$ cat src/rtl/rf_ctrl_pkg.sv
// Shared definitions for the register-file write-back controller.
//   RF_NUM_REQ / RF_DATA_W / RF_ADDR_W : default block parameters
//   req_id_t                           : requester index type
//   REQ_ALU / REQ_LSU / REQ_MUL        : requester slot numbers
//   wb_req_t                           : one write-back request {addr, data}
package rf_ctrl_pkg;

  localparam int RF_NUM_REQ = 3;
  localparam int RF_DATA_W  = 32;
  localparam int RF_ADDR_W  = 5;

  // Index width that stays legal for a single requester.
  function automatic int id_w(input int n);
    return (n > 1) ? $clog2(n) : 1;
  endfunction

  localparam int RF_ID_W = id_w(RF_NUM_REQ);

  typedef logic [RF_ID_W-1:0] req_id_t;

  localparam req_id_t REQ_ALU = req_id_t'(0);
  localparam req_id_t REQ_LSU = req_id_t'(1);
  localparam req_id_t REQ_MUL = req_id_t'(2);

  typedef struct packed {
    logic [RF_ADDR_W-1:0] addr;
    logic [RF_DATA_W-1:0] data;
  } wb_req_t;

endpackage

$ cat src/rtl/rr_arbiter.sv
// Combinational round-robin arbiter.
//   i_valid : request vector, one bit per requester
//   i_ptr   : highest-priority requester for this cycle
//   o_grant : one-hot grant (all-zero when nothing is valid)
//   o_id    : index of the granted requester (0 when nothing is valid)
//   o_any   : at least one request was granted
// The priority pointer is held by the instantiating block.
module rr_arbiter
  import rf_ctrl_pkg::*;
#(
  parameter int NUM_REQ = RF_NUM_REQ,
  parameter int ID_W    = id_w(NUM_REQ)
) (
  input  logic [NUM_REQ-1:0] i_valid,
  input  logic [ID_W-1:0]    i_ptr,
  output logic [NUM_REQ-1:0] o_grant,
  output logic [ID_W-1:0]    o_id,
  output logic               o_any
);

  int             w_sum;
  logic [ID_W-1:0] w_idx;

  // Walk the requesters starting at i_ptr, wrapping once; the first valid
  // one wins.
  always_comb begin
    o_grant = '0;
    o_id    = '0;
    o_any   = 1'b0;
    w_sum   = 0;
    w_idx   = '0;
    for (int i = 0; i < NUM_REQ; i++) begin
      w_sum = int'(i_ptr) + i;
      if (w_sum >= NUM_REQ) w_sum = w_sum - NUM_REQ;
      w_idx = ID_W'(w_sum);
      if (!o_any && i_valid[w_idx]) begin
        o_any          = 1'b1;
        o_grant[w_idx] = 1'b1;
        o_id           = w_idx;
      end
    end
  end

endmodule

$ cat src/rtl/rf_wb_arbiter.sv
// Write-back controller for the register file's single write port.
//   i_clk, i_rst          : clock, asynchronous active-high reset
//   i_req_valid/addr/data : write-back requests (slice k = requester k)
//   o_req_ready           : one-hot accept, round-robin among requesters
//   i_issue_valid/rd      : issuing instruction marks its destination busy
//   i_flush               : clears the busy scoreboard
//   i_rs1_addr/i_rs2_addr : hazard query addresses
//   o_rs1/rs2/rd_busy     : scoreboard bits for the query and issue addresses
//   o_rd_wren/addr/data   : registered register-file write port
module rf_wb_arbiter
  import rf_ctrl_pkg::*;
#(
  parameter int NUM_REQ = RF_NUM_REQ,
  parameter int DATA_W  = RF_DATA_W,
  parameter int ADDR_W  = RF_ADDR_W
) (
  input  logic                      i_clk,
  input  logic                      i_rst,
  input  logic [NUM_REQ-1:0]        i_req_valid,
  input  logic [NUM_REQ*ADDR_W-1:0] i_req_addr,
  input  logic [NUM_REQ*DATA_W-1:0] i_req_data,
  output logic [NUM_REQ-1:0]        o_req_ready,
  input  logic                      i_issue_valid,
  input  logic [ADDR_W-1:0]         i_issue_rd,
  input  logic                      i_flush,
  input  logic [ADDR_W-1:0]         i_rs1_addr,
  input  logic [ADDR_W-1:0]         i_rs2_addr,
  output logic                      o_rs1_busy,
  output logic                      o_rs2_busy,
  output logic                      o_rd_busy,
  output logic                      o_rd_wren,
  output logic [ADDR_W-1:0]         o_rd_addr,
  output logic [DATA_W-1:0]         o_rd_data
);

  localparam int ID_W     = id_w(NUM_REQ);
  localparam int NUM_REGS = 2 ** ADDR_W;

  logic [NUM_REQ-1:0]  w_grant;
  logic [ID_W-1:0]     w_win_id;
  logic                w_any;
  logic                w_accept;
  logic [ADDR_W-1:0]   w_win_addr;
  logic [DATA_W-1:0]   w_win_data;

  logic [ID_W-1:0]     r_rr_ptr;
  logic [ID_W-1:0]     w_rr_ptr_nxt;

  logic [NUM_REGS-1:0] r_busy;
  logic [NUM_REGS-1:0] w_busy_nxt;

  logic                r_rd_wren;
  logic [ADDR_W-1:0]   r_rd_addr;
  logic [DATA_W-1:0]   r_rd_data;

  rr_arbiter #(
    .NUM_REQ (NUM_REQ),
    .ID_W    (ID_W)
  ) u_rr_arbiter (
    .i_valid (i_req_valid),
    .i_ptr   (r_rr_ptr),
    .o_grant (w_grant),
    .o_id    (w_win_id),
    .o_any   (w_any)
  );

  // No requester may see a handshake while reset is held, otherwise it
  // would drop a write the output stage never captures.
  assign w_accept    = w_any & ~i_rst;
  assign o_req_ready = i_rst ? '0 : w_grant;

  // One-hot grant selects the winning slice.
  always_comb begin
    w_win_addr = '0;
    w_win_data = '0;
    for (int k = 0; k < NUM_REQ; k++) begin
      if (w_grant[k]) begin
        w_win_addr = i_req_addr[k*ADDR_W +: ADDR_W];
        w_win_data = i_req_data[k*DATA_W +: DATA_W];
      end
    end
  end

  // The requester after the winner gets top priority next cycle.
  always_comb begin
    w_rr_ptr_nxt = r_rr_ptr;
    if (w_accept) begin
      if (w_win_id == ID_W'(NUM_REQ - 1)) w_rr_ptr_nxt = '0;
      else                                w_rr_ptr_nxt = w_win_id + ID_W'(1);
    end
  end

  // Scoreboard next state. Ordering encodes precedence: commit-clear is
  // overridden by a same-cycle issue-set, and flush overrides both.
  always_comb begin
    w_busy_nxt = r_busy;
    if (r_rd_wren) w_busy_nxt[r_rd_addr] = 1'b0;
    if (i_issue_valid && (i_issue_rd != '0)) w_busy_nxt[i_issue_rd] = 1'b1;
    if (i_flush) w_busy_nxt = '0;
    w_busy_nxt[0] = 1'b0;
  end

  // Output stage, arbitration pointer and scoreboard.
  always_ff @(posedge i_clk or posedge i_rst) begin
    if (i_rst) begin
      r_rd_wren <= 1'b0;
      r_rd_addr <= '0;
      r_rd_data <= '0;
      r_rr_ptr  <= '0;
      r_busy    <= '0;
    end else begin
      // x0 writes complete the handshake but never reach the register file.
      r_rd_wren <= w_accept && (w_win_addr != '0);
      if (w_accept) begin
        r_rd_addr <= w_win_addr;
        r_rd_data <= w_win_data;
      end
      r_rr_ptr <= w_rr_ptr_nxt;
      r_busy   <= w_busy_nxt;
    end
  end

  assign o_rd_wren  = r_rd_wren;
  assign o_rd_addr  = r_rd_addr;
  assign o_rd_data  = r_rd_data;

  assign o_rs1_busy = r_busy[i_rs1_addr];
  assign o_rs2_busy = r_busy[i_rs2_addr];
  assign o_rd_busy  = r_busy[i_issue_rd];

endmodule

$ cat config.mk
export PLATFORM = sky130hd
export DESIGN_NAME = rf_wb_arbiter
export DESIGN_NICKNAME = d
export VERILOG_FILES = /design/src/rtl/rf_ctrl_pkg.sv /design/src/rtl/rr_arbiter.sv /design/src/rtl/rf_wb_arbiter.sv
export SDC_FILE = /design/constraint.sdc
export NUM_CORES = 1
export LEC_CHECK = 0
export CAP_MARGIN = 20
export CORE_MARGIN = 5
export CORE_UTILIZATION = 40
export CTS_CLUSTER_DIAMETER = 150
export DETAILED_ROUTE_END_ITERATION = 10
export PLACE_DENSITY = 0.73
export SYNTH_ARGS = -nofsm -noshare
export SYNTH_HDL_FRONTEND = slang
export SYNTH_HIERARCHICAL = 1
export SYNTH_SLANG_ARGS = --single-unit
$ cat constraint.sdc
create_clock -name i_clk -period 7.8 [get_ports i_clk]
set_input_delay 1.56 -clock i_clk [delete_from_list [all_inputs] [get_ports i_clk]]
set_output_delay 1.56 -clock i_clk [all_outputs]
set_load 0.03 [all_outputs]
==> impl_metrics.yaml <==
layout:
  final_core_util: 0.588
  final_layout_size_suffix_gt1_frac: 0.0623
  area_delta_synth_final_pct: 45.0
  nets: 808
  antennaDiodeCount: 0
worst_setup_path:
  r2r-start: "r_rr_ptr[1]"
  worstPathMaxFanout: 54
  max_stage_delay_ns: 0.67
  crit_top_cell: "clkdlybuf4s50_1"
  endpoint_kind: "output pin"
  crit_chain: "clkdlybuf4s50_1 -> mux2i_1 -> o21ai_1 -> a21oi_1 -> nor2_4 -> buf_4 -> nor2b_1 -> clkdlybuf4s50_1"
  cp-start-kind: "primary input"
  setup.worst_path.start: "i_req_valid[0]"
  crit_type: "primary input to output pin"
  cp.required_ns: 6.24
  critPathSlowestCell: "clkdlybuf4s50_1"
  arrival_ns: 4.06
global_route:
  grt_pass1_vias: 4895
  antenna_found_initial: 0
  grtUsageTotal: 0.224
  use_met2: 0.359
  use_met3: 0.0573
  grt_start_max_net_pins: 74
  grt.busiest_layer: "met2"
  grt_pass1_wl_um: 25400
  overflow: 0
  met1_usage: 0.288
run_status:
  outcome: "finished, final reports clean"
sta:
  rsz0062_at_grt: "no"
  drv_slew: 0
  hold_viol_final: 0
  slew_headroom: 0.277
  clock_skew_ns: 0.00588
  tightest_slew_ns: 1.08
  setup_tns_ns: 0
  fmax_mhz: 178
  setup_viol: 0
  period_share: 0.721
  min_period_ns: 5.62
pwr:
  clkPwrFrac: 0.170
  power_switching_mw: 0.954
  p_leak_nw: 2.60
  power.internal_mw: 1.20
  ir_drop_uv: 187
  swShare: 0.442
  combPwrFrac: 0.579
  seq_power_share: 0.251
  finalPower_mw: 2.16
  pwr_density_cell_nw_per_um2: 323
clock_tree:
  cts_tree: "yes"
  clk_latency_ns: 0.33
  htree_levels: 3
  cts_hold_buf: 0
  cts_buffer_depth: 2
  clock-sinks: 71
  postCtsSetupBuffers: 0
  cts_root_buf: "clkbuf_16"
  clk_pin_slew_worst_paths_ns: 0.05
  cts_buffers: 9
  post_cts_resized: 0
routing:
  dr.pass1.iters: 5
  finalWirelength_um: 15500
  ant_nets: 0
  drcViolationCount: 0
  drt_iter0_markers: 350
  via_per_inst: 5.85
  wl_per_cell_um: 19.0
  via_count: 4778
floorplan:
  dieArea_um2: 13800
  io_pins: 177
  row_count: 39
  die_h_um: 117
  start_util: 0.406
  fp.coreArea_um2: 11400
  die_w_um: 117
yosys:
  ys_types: 38
  ys_ff_latch: 71
  ys_dominant_reg_cell: "dfrtp_1"
  yosys_warnings: 6
  syn_avg_cell_area_um2: 8.87
  yosysSeqAreaShare: 0.385
  syn_inst: 520
  netlist_area_um2: 4610
  synth_edf_count: 0
  async_reset_ff_frac: 1.00
  synth_fp_nets: 657
placed_design:
  place.port_buffers: 176
  gp_congestion: 0.987
  hpwlAfterDp_um: 11900
min_path:
  hold_path_class: "flip-flop to flip-flop"
  min_from: "o_rd_data[20]"
job:
  drv_cap: 0
[power groups by stage]
stage / Combinational, mW / Clock [mW] / Sequential, mW
finish: 1.25 / 0.367 / 0.542
global route: 1.37 / 0.392 / 0.557
CTS: 1.26 / 0.376 / 0.543
detailed placement: 1.26 / 0 / 0.547
global placement: 1.24 / 0 / 0.543
floorplan: 0.688 / 0 / 0.684
[kinds of logic (layout without fill, tap and decap cells)]
family / after synthesis / count (layout) / share of synthesized area
and+or+nand+nor: 183 / 183 / 0.188
AOI/OAI and AO/OA: 178 / 178 / 0.255
DFF: 71 / 71 / 0.385
buffers and inverters: 48 / 202 / 0.0458
muxes: 36 / 36 / 0.116
adders and majority gates: 4 / 4 / 0.0108
[flip-flops by register name (all words and copies together) (netlist names)]
signal	count
r_rr_ptr	2
o_rd_wren	1
r_busy	31
o_rd_data	32
o_rd_addr	5
[placed cells by master (no fill, tap or decap), types with 10 or more instances in the layout]
cell type / instances
a21oi_1: 45
nor2_1: 31
nor2b_1: 19
mux2i_1: 22
mux4_2: 13
clkdlybuf4s50_1: 176
o31ai_1: 33
nand3_1: 10
nand2_1: 84
dfrtp_1: 71
o21ai_0: 43
a221oi_1: 32
[metrics by stage]
stage	setup WS [ns]	hold slack [ns]	cell area, um2	cells
finish	2.18	0.476	6690	817
global route	1.99	0.510	6690	817
CTS	2.19	0.480	6690	817
detailed placement	2.21	0.467	6420	803
global placement	2.23	0.461	6420	803
floorplan	3.07	0.500	4610	520
[Yosys cell counts, drive strengths merged, types with 2 or more instances]
cell type / n / area (um2)
and3b: 2 / 17.5
nand2b: 7 / 43.8
o21ai: 46 / 234
inv: 7 / 26.3
mux4: 13 / 293
nor3b: 4 / 30.0
and3: 2 / 12.5
o2111ai: 3 / 26.3
ha: 4 / 50.1
a21oi: 45 / 225
a211oi: 2 / 15.0
dfrtp: 71 / 1780
nand2: 85 / 319
or3: 2 / 12.5
mux2i: 23 / 243
nand3: 10 / 50.1
nand4: 4 / 25.0
a221oi: 33 / 295
o31ai: 33 / 248
a22oi: 9 / 67.6
o211ai: 2 / 15.0
nor2: 32 / 120
nor3: 2 / 10.0
buf: 19 / 103
clkbuf: 22 / 82.6
nor2b: 20 / 125
a221o: 4 / 40.0
or3b: 2 / 17.5
nand3b: 9 / 67.6
[layout make-up]
cell class	count	area, um2
inverter	7	26.3
clock buffer	13	260
sequential	71	1780
fill	997	4680
tap	143	179
timing repair buffer	181	1800
clock inverter	1	5.00
multi-input combinational	401	2640
[final timing paths]
kind	end	slack (ns)	depth (start not counted)
setup / recovery	o_req_ready[2]	2.18	8
hold / removal	o_rd_data[20]	0.48	2
setup reg to reg	o_rd_wren	4.55	10
hold reg to reg	o_rd_data[20]	0.48	2
max in group asynchronous	r_busy[7]	5.30	3
min in group asynchronous	o_rd_data[4]	1.90	3
[per-layer routing]
metal / routed length [um] / vias up / share of wire
li1: - / 2245 / -
met1: 6200 / 2282 / 0.40
met2: 7600 / 217 / 0.49
met3: 1300 / 34 / 0.084
met4: 410 / 0 / 0.026
met5: 0 / - / 0
[worst max-delay path: cells and delay by family]
kind                   cells  cell delay, ns
AO/OA/AOI/OAI              2            0.42
multiplexers               1            0.12
AND/OR/NAND/NOR            2            0.28
buffers and inverters      3            1.65
(Power assumes the default switching activity.)
